**src/rtl/pattern_scan_pkg.sv**
```systemverilog
// Shared types and default parameters for the pattern scan arbiter.
package pattern_scan_pkg;

   typedef enum logic [1:0] {
      IDLE  = 2'd0,
      SHIFT = 2'd1,
      RESP  = 2'd2
   } scan_state_e;

   localparam int unsigned WORD_W_DEF  = 8;
   localparam int unsigned PAT_W_DEF   = 4;
   localparam logic [3:0]  PATTERN_DEF = 4'b1011;
   localparam int unsigned CNT_W_DEF   = 4;

   // The count must hold the largest overlapping match total without wrapping.
   function automatic bit cnt_w_legal(input int unsigned cnt_w,
                                      input int unsigned word_w,
                                      input int unsigned pat_w);
      return (pat_w >= 32'd2) && (pat_w <= word_w) &&
             ((64'd1 << cnt_w) > 64'(word_w - pat_w + 32'd1));
   endfunction

endpackage

```
**src/rtl/pattern_match_core.sv**
```systemverilog
// Serial matcher: keeps the last PAT_W-1 bits and flags when the incoming bit
// completes PATTERN (earliest bit in the pattern MSB).
module pattern_match_core
   import pattern_scan_pkg::*;
#(
   parameter int unsigned      PAT_W   = PAT_W_DEF,
   parameter logic [PAT_W-1:0] PATTERN = PATTERN_DEF
) (
   input  logic clk,
   input  logic rst_n,
   input  logic clr,
   input  logic shift_en,
   input  logic bit_in,
   output logic match
);

   localparam int unsigned SEEN_W = $clog2(PAT_W);

   logic [PAT_W-2:0]  hist_q, hist_d;
   logic [SEEN_W-1:0] seen_q, seen_d;
   logic [PAT_W-1:0]  window_s;
   logic              full_s;

   assign window_s = {hist_q, bit_in};
   assign full_s   = (seen_q == SEEN_W'(PAT_W - 1));

   // Window update and match compare; bits_seen saturates once a full pattern fits.
   always_comb begin
      hist_d = hist_q;
      seen_d = seen_q;
      match  = 1'b0;
      if (clr) begin
         hist_d = '0;
         seen_d = '0;
      end else if (shift_en) begin
         match  = (window_s == PATTERN) && full_s;
         hist_d = window_s[PAT_W-2:0];
         if (!full_s) begin
            seen_d = seen_q + SEEN_W'(1);
         end else begin
            seen_d = seen_q;
         end
      end else begin
         hist_d = hist_q;
         seen_d = seen_q;
      end
   end

   // Window state register.
   always_ff @(posedge clk) begin
      if (!rst_n) begin
         hist_q <= '0;
         seen_q <= '0;
      end else begin
         hist_q <= hist_d;
         seen_q <= seen_d;
      end
   end

endmodule

```
**src/rtl/pattern_scan_arbiter.sv**
```systemverilog
// Round-robin front-end sharing one serial pattern matcher between two requesters.
// Define SCAN_LSB_FIRST_EN to shift words LSB first (default: MSB first).
module pattern_scan_arbiter
   import pattern_scan_pkg::*;
#(
   parameter int unsigned      WORD_W  = WORD_W_DEF,
   parameter int unsigned      PAT_W   = PAT_W_DEF,
   parameter logic [PAT_W-1:0] PATTERN = PATTERN_DEF,
   parameter int unsigned      CNT_W   = CNT_W_DEF
) (
   input  logic              clk,
   input  logic              rst_n,
   input  logic [1:0]        req_valid,
   input  logic [WORD_W-1:0] req_data0,
   input  logic [WORD_W-1:0] req_data1,
   output logic [1:0]        req_ready,
   output logic              rsp_valid,
   input  logic              rsp_ready,
   output logic              rsp_id,
   output logic [WORD_W-1:0] rsp_data,
   output logic [CNT_W-1:0]  rsp_count,
   output logic              busy,
   output logic              bit_out,
   output logic              hit
);

   localparam int unsigned BC_W = $clog2(WORD_W);

   if (!cnt_w_legal(CNT_W, WORD_W, PAT_W)) begin : g_bad_cfg
      $error("pattern_scan_arbiter: illegal PAT_W/CNT_W for WORD_W");
   end

   scan_state_e       state_q, state_d;
   logic              last_q, last_d;
   logic [WORD_W-1:0] sreg_q, sreg_d;
   logic [WORD_W-1:0] data_q, data_d;
   logic              id_q, id_d;
   logic [CNT_W-1:0]  count_q, count_d;
   logic [BC_W-1:0]   bcnt_q, bcnt_d;
   logic              bit_out_q, bit_out_d;
   logic              hit_q;

   logic [1:0]        rr_grant_s, grant_s;
   logic              clr_s, shift_s, match_s, scan_bit_s;
   logic [WORD_W-1:0] sreg_shift_s;

`ifdef SCAN_LSB_FIRST_EN
   assign scan_bit_s   = sreg_q[0];
   assign sreg_shift_s = {1'b0, sreg_q[WORD_W-1:1]};
`else
   assign scan_bit_s   = sreg_q[WORD_W-1];
   assign sreg_shift_s = {sreg_q[WORD_W-2:0], 1'b0};
`endif

   // With both valid, the requester that was not served last wins.
   assign rr_grant_s[0] = req_valid[0] & (~req_valid[1] | last_q);
   assign rr_grant_s[1] = req_valid[1] & (~req_valid[0] | ~last_q);

   pattern_match_core #(
      .PAT_W   (PAT_W),
      .PATTERN (PATTERN)
   ) u_core (
      .clk      (clk),
      .rst_n    (rst_n),
      .clr      (clr_s),
      .shift_en (shift_s),
      .bit_in   (scan_bit_s),
      .match    (match_s)
   );

   // FSM next state, datapath capture and shift sequencing.
   always_comb begin
      state_d   = state_q;
      last_d    = last_q;
      sreg_d    = sreg_q;
      data_d    = data_q;
      id_d      = id_q;
      count_d   = count_q;
      bcnt_d    = bcnt_q;
      bit_out_d = bit_out_q;
      grant_s   = 2'b00;
      clr_s     = 1'b0;
      shift_s   = 1'b0;
      case (state_q)
         IDLE: begin
            grant_s = rr_grant_s;
            if (|grant_s) begin
               clr_s   = 1'b1;
               id_d    = grant_s[1];
               data_d  = grant_s[1] ? req_data1 : req_data0;
               sreg_d  = grant_s[1] ? req_data1 : req_data0;
               count_d = '0;
               bcnt_d  = '0;
               state_d = SHIFT;
            end else begin
               state_d = IDLE;
            end
         end
         SHIFT: begin
            shift_s   = 1'b1;
            sreg_d    = sreg_shift_s;
            bit_out_d = scan_bit_s;
            count_d   = count_q + CNT_W'(match_s);
            if (bcnt_q == BC_W'(WORD_W - 1)) begin
               bcnt_d  = '0;
               state_d = RESP;
            end else begin
               bcnt_d  = bcnt_q + BC_W'(1);
               state_d = SHIFT;
            end
         end
         RESP: begin
            if (rsp_ready) begin
               last_d  = id_q;
               state_d = IDLE;
            end else begin
               state_d = RESP;
            end
         end
         default: begin
            state_d = IDLE;
         end
      endcase
   end

   // State and datapath registers; reset aborts any transaction in flight.
   always_ff @(posedge clk) begin
      if (!rst_n) begin
         state_q   <= IDLE;
         last_q    <= 1'b1;
         sreg_q    <= '0;
         data_q    <= '0;
         id_q      <= 1'b0;
         count_q   <= '0;
         bcnt_q    <= '0;
         bit_out_q <= 1'b0;
         hit_q     <= 1'b0;
      end else begin
         state_q   <= state_d;
         last_q    <= last_d;
         sreg_q    <= sreg_d;
         data_q    <= data_d;
         id_q      <= id_d;
         count_q   <= count_d;
         bcnt_q    <= bcnt_d;
         bit_out_q <= bit_out_d;
         hit_q     <= match_s;
      end
   end

   assign req_ready = grant_s & {2{rst_n}};
   assign rsp_valid = (state_q == RESP);
   assign busy      = (state_q != IDLE);
   assign rsp_id    = id_q;
   assign rsp_data  = data_q;
   assign rsp_count = count_q;
   assign bit_out   = bit_out_q;
   assign hit       = hit_q;

endmodule

```
**config.mk**
```make
export PLATFORM = sky130hd
export DESIGN_NAME = pattern_scan_arbiter
export DESIGN_NICKNAME = d
export VERILOG_FILES = /design/src/rtl/pattern_scan_pkg.sv /design/src/rtl/pattern_match_core.sv /design/src/rtl/pattern_scan_arbiter.sv
export SDC_FILE = /design/constraint.sdc
export NUM_CORES = 1
export LEC_CHECK = 0
export CAP_MARGIN = 0
export CELL_PAD_IN_SITES_DETAIL_PLACEMENT = 2
export CELL_PAD_IN_SITES_GLOBAL_PLACEMENT = 2
export CORE_UTILIZATION = 25
export CTS_BUF_LIST = sky130_fd_sc_hd__clkbuf_4 sky130_fd_sc_hd__clkbuf_8
export DETAILED_ROUTE_END_ITERATION = 12
export GPL_TIMING_DRIVEN = 0
export PLACE_DENSITY_LB_ADDON = 0.12
export SETUP_SLACK_MARGIN = 0.2
export SLEW_MARGIN = 20
export SYNTH_ARGS = -nofsm -noshare
export SYNTH_HDL_FRONTEND = slang
export SYNTH_SLANG_ARGS = --single-unit
```
**constraint.sdc**
```tcl
create_clock -name clk -period 2 [get_ports clk]
set_input_delay 0.4 -clock clk [delete_from_list [all_inputs] [get_ports clk]]
set_output_delay 0.4 -clock clk [all_outputs]
set_load 0.1 [all_outputs]
```
Word-level counts from Yosys, hierarchy flattened --
Cells that the tools add are included.
Cells by class: multipliers 0, equal/unequal tests 6, divide/modulo/power cells 0, order comparisons 0, shift operators 0, mux-type cells 18, add/subtract/negate cells 3, reductions and logical operators 10, bitwise operators 10
Operators by type and width (number):
- 8-bit two-way mux | 2
- 8-bit one-hot mux with 2 select lines | 1
- 4-bit one-hot mux with 2 select lines | 1
- 2-bit AND reduction | 4
- 1-bit two-way mux | 6
- 2-bit two-way mux | 3
- 3-bit two-way mux | 2
- 2-bit one-hot mux with 3 select lines | 1
- 3-bit one-hot mux with 2 select lines | 1
- 1-bit NOT | 5
- 4-bit by 1-bit adder with 4-bit output | 1
- 2-bit == test (second input constant) | 2
- 4-bit == test (second input constant) | 1
- 4-bit two-way mux | 1
- 2-bit nonzero test | 2
- 2-bit OR reduction | 2
- 3-bit by 1-bit adder with 3-bit output (second input constant) | 1
- 3-bit == test (second input constant) | 1
- 2-bit by 1-bit adder with 2-bit output (second input constant) | 1
- 1-bit AND | 2
- 2-bit AND | 1
- 2-bit by 1-bit == test with 1-bit output (second input constant) | 1
- 2-bit zero test | 1
- 2-bit != test (second input constant) | 1
- other kinds (2) | 3
Word-level totals: bits in latches 0, input bits 21, memories 0, ROM bits 0, register bits after elaboration 34, memory bits (writable) 0

Depth between registers and ports, before layout --
depth after elaboration 9, depth in mapped cells 9

By module --
Synthesis repeated with hierarchy kept, for this count alone.
Unflattened totals: cells, all modules 170, area, all modules 1534.0 um2
By module, submodules not included:
- pattern_scan_arbiter | area each 1311.3 um2, seq. area each 580.6 um2, cells an instance 147, instances 1
- pattern_match_core | area each 222.7 um2, seq. area each 100.1 um2, cells an instance 23, instances 1

Worst setup path after synthesis --
OpenSTA, ideal clock, no wires.
kind register -> register, from register state_q[1], to register last_q, stages on the path, launching flop included 5, period minus slack after synthesis 2.276 ns, setup time 0.137 ns, arrival 2.139 ns, setup slack -0.276 ns, buffers on the path 0, data required time 1.863 ns, cells stage by stage dfxtp_1 -> nor2b_1 -> nand2_1 -> nand2_1 -> nand3_1
On the way: word-level cells in the longest chain between the ends 2
Ends and longest elaborated chain:
- start, declared | RTL line pattern_scan_arbiter.sv:33 | scan_state_e state_q, state_d;
- start signal, assigned | RTL line pattern_scan_arbiter.sv:139 | state_q <= state_d;
- 2-bit == test
- net rsp_valid | RTL line pattern_scan_arbiter.sv:17 | output logic rsp_valid,
- 2-bit AND reduction (no line)
- end signal, assigned | RTL line pattern_scan_arbiter.sv:140 | last_q <= last_d;
- end, declared | RTL line pattern_scan_arbiter.sv:34 | logic last_q, last_d;
The timed path passes the listed nets, and every way through them passes these cells. A chain may end at the register's enable or synchronous reset.

Worst setup path after layout --
from register state_q[0], to register count_q[3] (netlist: rsp_count[3])
On the way: word-level cells in the longest chain between the ends 6, elaborated cells between the ends (all ways) 11, classes of those cells add/sub (1); eq/ne (2); mux (5); reduce/logical (3)
Ends and longest elaborated chain:
- 2-bit by 1-bit == test with 1-bit output | RTL line pattern_scan_arbiter.sv:84 | case (state_q)
- 1-bit two-way mux | RTL line pattern_scan_arbiter.sv:84
- 1-bit two-way mux | RTL line pattern_match_core.sv:35 | end else if (shift_en) begin
- 1-bit two-way mux * | RTL line pattern_match_core.sv:32 | if (clr) begin
- net match_s | RTL line pattern_scan_arbiter.sv:44 | logic clr_s, shift_s, match_s, scan_bit_s;
- 4-bit by 1-bit adder with 4-bit output * | RTL line pattern_scan_arbiter.sv:103 | count_d = count_q + CNT_W'(match_s);
- 4-bit one-hot mux with 2 select lines * | RTL line pattern_scan_arbiter.sv:84
- end signal, assigned | RTL line pattern_scan_arbiter.sv:144 | count_q <= count_d;
- end, declared | RTL line pattern_scan_arbiter.sv:38 | logic [CNT_W-1:0] count_q, count_d;
The timed path passes the listed nets; every way through them passes the cells marked *.

==> results.json <==
{
  "yosysMostFrequentCell": "dfxtp_1",
  "initial_core_util": 0.265,
  "total_power_w": 0.00181,
  "cts_max_path_buffers": 2,
  "critical_path.startpoint_type": "register",
  "drcViolationCount": 0,
  "drive_gt1_frac": 0.239,
  "hp-class": "reg2reg",
  "grt_pass1_wl_um": 7850,
  "yosysWarnings": 0,
  "syn_avg_cell_area_um2": 9.07,
  "hpwl_um": 3550,
  "antenna_found_initial": 0,
  "rsz0062_at_grt": "yes",
  "synth_area_leaders": "dfxtp_1, mux2i_1, a21oi_1",
  "crit_buf_inv": 1,
  "min_period_ps": 1750,
  "grt_pass1_vias": 1541,
  "tritoncts": "yes",
  "crit_slowest_cell": "dfxtp_4",
  "synth_cells": 164,
  "synth_seq_cells": 34,
  "crit_required_ps": 2190,
  "wl_per_cell_um": 16.9,
  "viasPerCell": 4.94,
  "maxCapViolations": 0,
  "critPathTopFamily": "simple AND/OR/NAND/NOR gates",
  "crit_arrival_ps": 1930,
  "synth_edf_count": 0,
  "firstDrtPassIters": 4,
  "end_kind": "register",
  "design.portCount": 40,
  "coreArea_mm2": 0.00561,
  "cpPeakStageDelay_ps": 400,
  "grt_max_degree": 12,
  "track_usage": 0.169,
  "relSlewSlack": 0.528,
  "syn-cell-area_mm2": 0.00149,
  "port_buffers": 39,
  "overflow": 0,
  "tightest_slew_ps": 703,
  "power_density_mw_per_mm2": 832,
  "rows": 27,
  "synthArstFlopShare": 0,
  "cp_cell_sequence": "nor2b_1 -> buf_4 -> nand2_1 -> nor2_2 -> ha_2 -> nand4_1 -> and3_1 -> o21a_1",
  "setup_viol_count_final": 0,
  "clock_sinks": 34,
  "cts_root_buffer": "clkbuf_8",
  "numCtsBuffers": 5,
  "synth_flop_cell": "dfxtp_1",
  "ant_nets": 0,
  "timing.final.crit_share": 0.873,
  "synthTopCellsByCount": "dfxtp_1, nand2_1, a21oi_1, nor2_1, o21ai_0",
  "outcome": "finished clean",
  "hold_violations": 0,
  "dieArea_mm2": 0.00626,
  "peakVddDrop_mv": 0.431,
  "leakage_nw": 0.846,
  "ff_latch_area_um2": 687,
  "path_clk_slew_ps": 80,
  "max_freq_mhz": 573,
  "synth_top_cell_area_share": 0.458,
  "fin_nets": 238,
  "fp.dieW_um": 79.1,
  "area_growth_pct": 45.8,
  "clock_latency_ps": 290,
  "n_antenna_cell": 0,
  "finalSetupTns_ps": 0,
  "yosysTopAreaCell": "dfxtp_1",
  "crit_type": "reg2reg",
  "fp.dieH_um": 79.1,
  "clock-skew-final_ps": 5.40,
  "fill_cells": 622,
  "synth_cell_types": 32,
  "synth_nets": 190,
  "slew_violations": 0,
  "htree_levels": 2,
  "cp_max_fo": 7,
  "multi_input_area_um2": 761,
  "synth-seq-area-share": 0.458,
  "route.vias.total": 1409,
  "gp_congestion": 0.699,
  "drtIter0Drc": 22,
  "wl_um": 4830
}
==> cell usage in the layout, fill, tap and decap left out, types with 7 or more instances in the layout <==
cell,instances
dfxtp_1,31
nand2_1,18
clkdlybuf4s50_1,17
clkdlybuf4s15_2,16
a21oi_1,15
nor2_1,11
o21ai_0,9
mux2i_1,8
o21a_1,8
clkbuf_8,7
a22o_1,7
==> power by group <==
group	internal, W	switching (W)
Clock	0.000367	0.000268
Sequential	0.000715	0.0000253
Combinational	0.000138	0.000292
Total	0.00122	0.000586
==> final timing paths <==
kind                                       from                             to  slack [ps]  cells past startpoint
hold reg to reg   u_core.hist_q[2]$_SDFFE_PP0P_  u_core.hist_q[2]$_SDFFE_PP0P_         470                      2
setup / recovery          state_q[0]$_SDFF_PN0_      rsp_count[3]$_SDFFE_PN0P_         250                      8
setup reg to reg          state_q[0]$_SDFF_PN0_      rsp_count[3]$_SDFFE_PN0P_         250                      8
hold / removal    u_core.hist_q[2]$_SDFFE_PP0P_  u_core.hist_q[2]$_SDFFE_PP0P_         470                      2
==> worst reg2reg max path, cell delays in order, from the launching register on <==
cell and delay (ps):
dfxtp_4 400, nor2b_1 160, buf_4 140, nand2_1 90, nor2_2 140, ha_2 200, nand4_1 120, and3_1 210
o21a_1 170
==> sequential cells by signal, summed over array words and instances (netlist names) <==
| name | count |
|---|---|
| rsp_data | 8 |
| rsp_count | 4 |
| hit | 1 |
| sreg_q | 8 |
| bcnt_q | 3 |
| last_q | 1 |
| bit_out | 1 |
| u_core.seen_q | 2 |
| rsp_id | 1 |
| u_core.hist_q | 3 |
| state_q | 2 |
==> cell families (layout without fill, tap and decap cells) <==
| family | count (synthesis) | after routing | synth area share |
|---|---|---|---|
| xor+xnor | 2 | 2 | 0.0118 |
| buf+inv | 13 | 62 | 0.0437 |
| simple gates | 50 | 50 | 0.156 |
| mux | 8 | 8 | 0.0538 |
| compound gates | 52 | 52 | 0.235 |
| flops | 34 | 34 | 0.458 |
| fa+ha+maj | 5 | 5 | 0.0421 |
==> final cells by class <==
| cell class | count | area share |
|---|---|---|
| flip-flops and latches | 34 | 0.317 |
| plain buffers | 9 | 0.0340 |
| clock buffers | 5 | 0.0317 |
| repair buffers | 41 | 0.200 |
| well taps | 72 | 0.0415 |
| multi-input cells | 117 | 0.351 |
| clock inverters | 3 | 0.0185 |
| inverters | 4 | 0.00692 |
==> what timing repair did <==
action | 4_1_cts | 5_1_grt
setup buffers | 2 | 0
resized for setup | 89 | 7
hold buffers | 0 | 0
endpoints found under the setup margin | 23 | 6
pin swaps | 1 | 1
==> routing by layer <==
| layer | part of all wire | GRT usage | up-vias |
|---|---|---|---|
| li1 | - | - | 674 |
| met1 | 0.40 | 0.182 | 703 |
| met2 | 0.55 | 0.310 | 24 |
| met3 | 0.031 | 0.0437 | 8 |
| met4 | 0.018 | 0.0655 | 0 |
| met5 | 0 | 0 | - |
==> through the flow <==
step / cells / setup WS, ps / utilization / area, um2 / hold WS, ps
after global placement: 275 / -1150 / 0.352 / 1970 / 446
after floorplan: 164 / 297 / - / 1490 / 437
after CTS: 285 / 204 / 0.385 / 2160 / 476
after detailed placement: 275 / -1190 / 0.352 / 1970 / 465
after global routing: 285 / 142 / 0.387 / 2170 / 504
final: 285 / 255 / 0.387 / 2170 / 469
Note: power is estimated with default switching activity, not from simulation.
